[src/rtl/imem_loader_pkg.sv]
// Shared types and constants for the instruction-memory byte-stream loader.
package imem_loader_pkg;

  // Loader control states.
  typedef enum logic [2:0] {
    IDLE,
    HDR_ADDR,
    HDR_LEN,
    PAYLOAD,
    CHECK,
    DONE,
    ERROR
  } state_t;

  localparam int unsigned HDR_BYTES      = 4;
  localparam int unsigned BYTES_PER_WORD = 4;
  localparam int unsigned LANE_W         = $clog2(BYTES_PER_WORD);
  localparam int unsigned HDR_CNT_W      = $clog2(HDR_BYTES);

endpackage

[src/rtl/imem_word_packer.sv]
// Packs payload bytes into little-endian words and issues one registered
// write per completed (or final partial) word.
// Ports:
//   clk, rst        clock, synchronous active-high reset
//   clear           drop any partially assembled word
//   valid           data holds an accepted payload byte
//   last            this byte is the final payload byte
//   lane            byte lane of this byte within its word
//   data            payload byte
//   addr            word-aligned byte address of the word being built
//   we/waddr/wdata/be  registered write port, we pulses for one cycle
module imem_word_packer
  import imem_loader_pkg::*;
#(
  parameter int unsigned ADDR_WIDTH = 16,
  parameter int unsigned WIDTH      = 32
) (
  input  logic                      clk,
  input  logic                      rst,
  input  logic                      clear,
  input  logic                      valid,
  input  logic                      last,
  input  logic [LANE_W-1:0]         lane,
  input  logic [7:0]                data,
  input  logic [ADDR_WIDTH-1:0]     addr,
  output logic                      we,
  output logic [ADDR_WIDTH-1:0]     waddr,
  output logic [WIDTH-1:0]          wdata,
  output logic [BYTES_PER_WORD-1:0] be
);

  logic [WIDTH-1:0]          word_q;
  logic [WIDTH-1:0]          word_c;
  logic [BYTES_PER_WORD-1:0] be_q;
  logic [BYTES_PER_WORD-1:0] be_c;

  // Current buffer with the incoming byte merged into its lane.
  always_comb begin
    word_c = word_q;
    be_c   = be_q;
    word_c[{lane, 3'b000} +: 8] = data;
    be_c[lane] = 1'b1;
  end

  // Buffer accumulation and one-deep write stage.
  always_ff @(posedge clk) begin
    if (rst) begin
      word_q <= '0;
      be_q   <= '0;
      we     <= 1'b0;
      waddr  <= '0;
      wdata  <= '0;
      be     <= '0;
    end else begin
      we <= 1'b0;
      if (clear) begin
        word_q <= '0;
        be_q   <= '0;
      end else if (valid) begin
        if (last || (lane == LANE_W'(BYTES_PER_WORD - 1))) begin
          we     <= 1'b1;
          waddr  <= addr;
          wdata  <= word_c;
          be     <= be_c;
          word_q <= '0;
          be_q   <= '0;
        end else begin
          word_q <= word_c;
          be_q   <= be_c;
        end
      end
    end
  end

endmodule

[src/rtl/imem_loader.sv]
// Framed byte-stream loader for the writable instruction memory.
// Frame: 4-byte LE base, 4-byte LE length, payload, XOR checksum byte.
// Ports:
//   clk, rst              clock, synchronous active-high reset
//   start                 begin a load (honoured in IDLE, DONE, ERROR)
//   in_valid/in_data      byte stream input, in_ready accepts
//   mem_we/addr/wdata/be  word write port to instruction RAM
//   cpu_hold              CPU stall while a load is in progress
//   done/error            sticky load status
//   bytes_loaded          payload bytes accepted in the current load
module imem_loader
  import imem_loader_pkg::*;
#(
  parameter int unsigned ADDR_WIDTH = 16,
  parameter int unsigned WIDTH      = 32
) (
  input  logic                      clk,
  input  logic                      rst,
  input  logic                      start,
  input  logic                      in_valid,
  input  logic [7:0]                in_data,
  output logic                      in_ready,
  output logic                      mem_we,
  output logic [ADDR_WIDTH-1:0]     mem_addr,
  output logic [WIDTH-1:0]          mem_wdata,
  output logic [BYTES_PER_WORD-1:0] mem_be,
  output logic                      cpu_hold,
  output logic                      done,
  output logic                      error,
  output logic [ADDR_WIDTH:0]       bytes_loaded
);

  localparam int unsigned SUM_W = ADDR_WIDTH + 33;
  localparam int unsigned LEN_W = ADDR_WIDTH + 1;

  state_t                state_q;
  state_t                state_d;
  logic [HDR_CNT_W-1:0]  hdr_cnt_q;
  logic [31:0]           base_q;
  logic [31:0]           len_q;
  logic [7:0]            csum_q;

  logic                  accept_c;
  logic                  restart_c;
  logic                  hdr_last_c;
  logic                  pay_last_c;
  logic [31:0]           len_full_c;
  logic [SUM_W-1:0]      end_c;
  logic                  over_c;
  logic [ADDR_WIDTH-1:0] byte_addr_c;
  logic [ADDR_WIDTH-1:0] word_addr_c;

  assign accept_c   = in_valid && in_ready;
  assign hdr_last_c = (hdr_cnt_q == HDR_CNT_W'(HDR_BYTES - 1));
  assign len_full_c = {in_data, len_q[31:8]};
  // Bounds check on the completed length, wide enough that nothing wraps.
  assign end_c      = SUM_W'(base_q) + SUM_W'(len_full_c);
  assign over_c     = end_c > (SUM_W'(1) << ADDR_WIDTH);
  // Length was bounds-checked, so it fits in LEN_W bits here.
  assign pay_last_c = ((bytes_loaded + LEN_W'(1)) == LEN_W'(len_q));
  assign byte_addr_c = base_q[ADDR_WIDTH-1:0] + bytes_loaded[ADDR_WIDTH-1:0];
  assign word_addr_c = {byte_addr_c[ADDR_WIDTH-1:LANE_W], LANE_W'(0)};

  // State register.
  always_ff @(posedge clk) begin
    if (rst) state_q <= IDLE;
    else     state_q <= state_d;
  end

  // Next-state logic.
  always_comb begin
    state_d   = state_q;
    restart_c = 1'b0;
    case (state_q)
      IDLE, DONE, ERROR: begin
        if (start) begin
          state_d   = HDR_ADDR;
          restart_c = 1'b1;
        end
      end
      HDR_ADDR: if (accept_c && hdr_last_c) state_d = HDR_LEN;
      HDR_LEN: begin
        if (accept_c && hdr_last_c) begin
          if ((base_q[1:0] != 2'b00) || over_c) state_d = ERROR;
          else if (len_full_c == 32'd0)         state_d = CHECK;
          else                                  state_d = PAYLOAD;
        end
      end
      PAYLOAD: if (accept_c && pay_last_c) state_d = CHECK;
      CHECK: begin
        if (accept_c) state_d = (in_data == csum_q) ? DONE : ERROR;
      end
      default: state_d = IDLE;
    endcase
  end

  // Header capture, checksum, byte count and registered status outputs.
  always_ff @(posedge clk) begin
    if (rst) begin
      hdr_cnt_q    <= '0;
      base_q       <= '0;
      len_q        <= '0;
      csum_q       <= '0;
      bytes_loaded <= '0;
      in_ready     <= 1'b0;
      cpu_hold     <= 1'b0;
      done         <= 1'b0;
      error        <= 1'b0;
    end else begin
      in_ready <= state_d inside {HDR_ADDR, HDR_LEN, PAYLOAD, CHECK};
      cpu_hold <= state_d inside {HDR_ADDR, HDR_LEN, PAYLOAD, CHECK};
      done     <= (state_d == DONE);
      error    <= (state_d == ERROR);
      if (restart_c) begin
        hdr_cnt_q    <= '0;
        base_q       <= '0;
        len_q        <= '0;
        csum_q       <= '0;
        bytes_loaded <= '0;
      end else if (accept_c) begin
        case (state_q)
          HDR_ADDR: begin
            base_q    <= {in_data, base_q[31:8]};
            hdr_cnt_q <= hdr_cnt_q + HDR_CNT_W'(1);
          end
          HDR_LEN: begin
            len_q     <= len_full_c;
            hdr_cnt_q <= hdr_cnt_q + HDR_CNT_W'(1);
          end
          PAYLOAD: begin
            csum_q       <= csum_q ^ in_data;
            bytes_loaded <= bytes_loaded + LEN_W'(1);
          end
          default: ;
        endcase
      end
    end
  end

  imem_word_packer #(
    .ADDR_WIDTH(ADDR_WIDTH),
    .WIDTH     (WIDTH)
  ) u_packer (
    .clk  (clk),
    .rst  (rst),
    .clear(restart_c),
    .valid(accept_c && (state_q == PAYLOAD)),
    .last (pay_last_c),
    .lane (bytes_loaded[LANE_W-1:0]),
    .data (in_data),
    .addr (word_addr_c),
    .we   (mem_we),
    .waddr(mem_addr),
    .wdata(mem_wdata),
    .be   (mem_be)
  );

endmodule

[config.mk]
export PLATFORM = sky130hd
export DESIGN_NAME = imem_loader
export DESIGN_NICKNAME = d
export VERILOG_FILES = /design/src/rtl/imem_loader_pkg.sv /design/src/rtl/imem_word_packer.sv /design/src/rtl/imem_loader.sv
export SDC_FILE = /design/constraint.sdc
export NUM_CORES = 1
export LEC_CHECK = 0
export CORE_MARGIN = 1
export CORE_UTILIZATION = 50
export DETAILED_ROUTE_END_ITERATION = 6
export GPL_ROUTABILITY_DRIVEN = 0
export PLACE_DENSITY = 0.7
export SYNTH_ARGS = -nofsm -noshare
export SYNTH_HDL_FRONTEND = slang
export SYNTH_HIERARCHICAL = 1
export SYNTH_SLANG_ARGS = --single-unit
export TNS_END_PERCENT = 5
[constraint.sdc]
create_clock -name clk -period 4.15 [get_ports clk]
set_input_delay 1.0375 -clock clk [delete_from_list [all_inputs] [get_ports clk]]
set_output_delay 1.0375 -clock clk [all_outputs]
set_load 0.02 [all_outputs]
==> results.md <==
* Worst EP arrival at 4.24 ns
* Final Hold Fails at 0
* Post-synth EDFFs at 0
* Post-Syn Instances at 1,310
* CTS tree: yes
* Antenna Nets Post-Route at 0
* DP HPWL at 22,030 um
* # port buffers at 85
* Count of final max-slew check failures at 0
* WP data required at 4.49 ns
* DRT Pass-1 Iters at 5
* Most frequent cells in the layout: nand2_1, dfxtp_1, a21oi_1
* Worst-Skew Late Latency at 0.44 ns
* Initial antenna violation count at 0
* Share of cells above drive strength 1 at 0.09565
* Max Cap Viol at 0
* DRT iter0 DRCs at 820
* Critical Path Fanout Max at 5
* Via count of the first global-routing pass at between 9,000 and 10,000
* Commonest non-fill, non-tap cell in the layout: nand2_1
* Gr usage total at 0.2799
* DR vias at ~10,000
* Post-cts hold buffer count at 0
* Largest net degree at the start of global routing at 92
* Number of diodes at 0
* Status: complete, no violations
* Ys flop type: dfxtp_1
* Synth cell types at just over 90
* Core Rows at between 50 and 60
* Pwr dens at 290.4 nW/um2
* Number of synthesized register bits at 186
* Type of destination of the critical path: flip-flop
* CTS sink count at around 190
* WL final at 30,720 um
* Die width at about 150 um
* Total CTS buffers at 17
* Die Y-Extent at 148.3 um
* Fin Clk Skew at 0.01553 ns
* Number of cells after detailed placement at 1,644
* CP startpoint kind: flip-flop
* RSZ-0062 raised after global routing: false
* Wire per inst at 18.33 um
* CTS H-tree depth at 4
* Number of I/O pins at 86
* Max_slew headroom at 0.3603
* DIE AREA at 22,000 um2
* Final cell count without fillers at 1,676
* CTS Buffer Depth at 2
* Actual slew at the worst max-slew pin at 0.9576 ns
* Clk root buf: clkbuf_16
* Final setup vio count at 0
* Critical path class: reg -> reg
* First-pass GRT wire length at 48,800 um
* Crit share post-route at 0.9411
* Hold WC Path Type: reg -> reg
* DR vias/cell at around 6
* Ys Warns at 6
* Post-synth ARST share at 0
* Fmax at 256.0 MHz
* Initial Util at 0.5092
* Core footprint at 21,020 um2
* Worst-path clk slew at 0.08 ns
* Syn Area/Cell at 8.171 um2
* Fin crit period at approximately 3.9 ns
* P_leak at 4.517 nW
* Grt total ovfl at 0
* Post-Place Cell Area at 11,950 um2
* Final layout net count at 1,457
* Drc violations at 0
* Mapped Area at roughly 11,000 um2
* Layout area overhead at 17.30%
* Post-route cell area at 12,560 um2
* Sequential fraction of the synthesis area at 0.3479
* Peak supply drop at 241.7 uV
[logic make-up (layout without fill, tap and decap cells)]
group | after synthesis | after routing | share of synthesized area
and+or+nand+nor | 483 | 483 | 0.2200
AOI/OAI and AO/OA | 393 | 393 | 0.2457
DFF | 186 | 186 | 0.3479
buffers and inverters | 103 | 193 | 0.04652
xor gates and xnor gates | 80 | 80 | 0.06546
adders and majority gates | 57 | 57 | 0.06733
muxes | 7 | 7 | 0.006780
other | 1 | 2 | 0.0003503
[report_power, final]
group | leakage [nW] | total (mW) | switching (mW) | internal [mW]
logic | 2.73 | 0.213 | 0.144 | 0.0691
registers | 1.50 | 1.80 | 0.0120 | 1.79
clock network | 0.289 | 1.63 | 0.816 | 0.816
[metal layers]
metal  GRT usage  share of wire
met4     0.09536          0.022
met2      0.4432           0.46
met3     0.03957          0.063
met5           0              0
met1      0.3889           0.46
[worst max-delay path: stages, from the launching register on]
cell and delay, ns:
dfxtp_1 0.33, ha_1 0.23, fa_1 0.40, a21o_1 0.21, a22oi_1 0.35, a21oi_2 0.16, a32oi_1 0.19, buf_4 0.18
o31ai_1 0.11, o41ai_2 0.33, buf_4 0.18, and4b_1 0.18, nor3_1 0.05, buf_4 0.14, nor4_4 0.37, o31a_4 0.19
nor2_2 0.03, and2_1 0.17
[final timing paths]
path	startpoint	to	slack [ns]	cells past startpoint
max	base_q[0]$_SDFFE_PP0P_	error$_SDFF_PP0_	0.24	17
min	u_packer/be_q[3]$_SDFFE_PP0P_	u_packer/be_q[3]$_SDFFE_PP0P_	0.44	2
max reg2reg	base_q[0]$_SDFFE_PP0P_	error$_SDFF_PP0_	0.24	17
min reg2reg	u_packer/be_q[3]$_SDFFE_PP0P_	u_packer/be_q[3]$_SDFFE_PP0P_	0.44	2
[cell type report]
class | count | area [um2]
multi-input combinational | 1022 | 6518
clock inverter | 15 | 165.2
sequential | 186 | 3725
tap | 275 | 344.1
fill | 1850 | 8466
inverter | 20 | 75.07
timing repair buffer | 141 | 1304
clock buffer | 17 | 425.4
[synthesized netlist by cell type, types with 5 or more instances]
cell / n / area (um2)
o31ai_1: 7 / 52.55
nand4_1: 18 / 112.6
buf_6: 6 / 67.56
a311oi_1: 15 / 131.4
clkbuf_1: 46 / 172.7
nor3_1: 23 / 115.1
and2_1: 5 / 31.28
nand2_1: 193 / 724.4
nand2b_1: 20 / 125.1
ha_1: 56 / 700.7
o21bai_1: 7 / 52.55
buf_2: 20 / 100.1
a32o_1: 7 / 70.07
dfxtp_1: 186 / 3724
xnor2_1: 49 / 429.2
o21ai_0: 35 / 175.2
inv_1: 19 / 71.32
xor2_1: 31 / 271.5
o21a_1: 9 / 67.56
buf_4: 11 / 82.58
a22oi_1: 5 / 37.54
a2bb2o_1: 6 / 60.06
nand3_1: 48 / 240.2
mux2i_1: 5 / 50.05
a32oi_1: 6 / 52.55
nor2b_1: 22 / 137.6
a22o_1: 16 / 140.1
o211ai_1: 11 / 82.58
a211oi_1: 24 / 180.2
a21oi_1: 166 / 830.8
or3_1: 11 / 68.82
a21o_1: 16 / 120.1
a31oi_1: 10 / 62.56
o21ai_1: 5 / 25.02
nor2_1: 80 / 300.3
and3_1: 9 / 56.30
nor4_1: 19 / 118.9
[state kept, by name, summed over array words and instances, names as in the netlist]
| register | count |
|---|---|
| bytes_loaded | 17 |
| csum_q | 8 |
| hdr_cnt_q | 2 |
| u_packer/wdata | 32 |
| state_q | 3 |
| u_packer/be_q | 4 |
| u_packer/we | 1 |
| len_q | 32 |
| done | 1 |
| u_packer/word_q | 32 |
| cpu_hold | 1 |
| u_packer/waddr | 16 |
| u_packer/be | 4 |
| base_q | 32 |
| error | 1 |
[timing repair]
item,4_1_cts,5_1_grt
resized for setup,0,3
setup buffers,0,0
endpoints found under the setup margin,0,1
[per-stage QoR]
| step | TNS [ns] | hold WS (ns) | util | power (mW) | setup slack (ns) |
|---|---|---|---|---|---|
| after floorplan | 0 | 0.4085 | - | 1.966 | 0.4339 |
| after global placement | -0.3928 | 0.4156 | 0.5685 | 2.052 | -0.1432 |
| after detailed placement | -0.8354 | 0.4298 | 0.5685 | 2.053 | -0.2119 |
| after CTS | 0 | 0.4400 | 0.5966 | 3.658 | 0.2200 |
| after global routing | 0 | 0.4593 | 0.5973 | 3.755 | 0.04151 |
| final | 0 | 0.4387 | 0.5973 | 3.646 | 0.2445 |
Power figures use the tool's default switching activity.
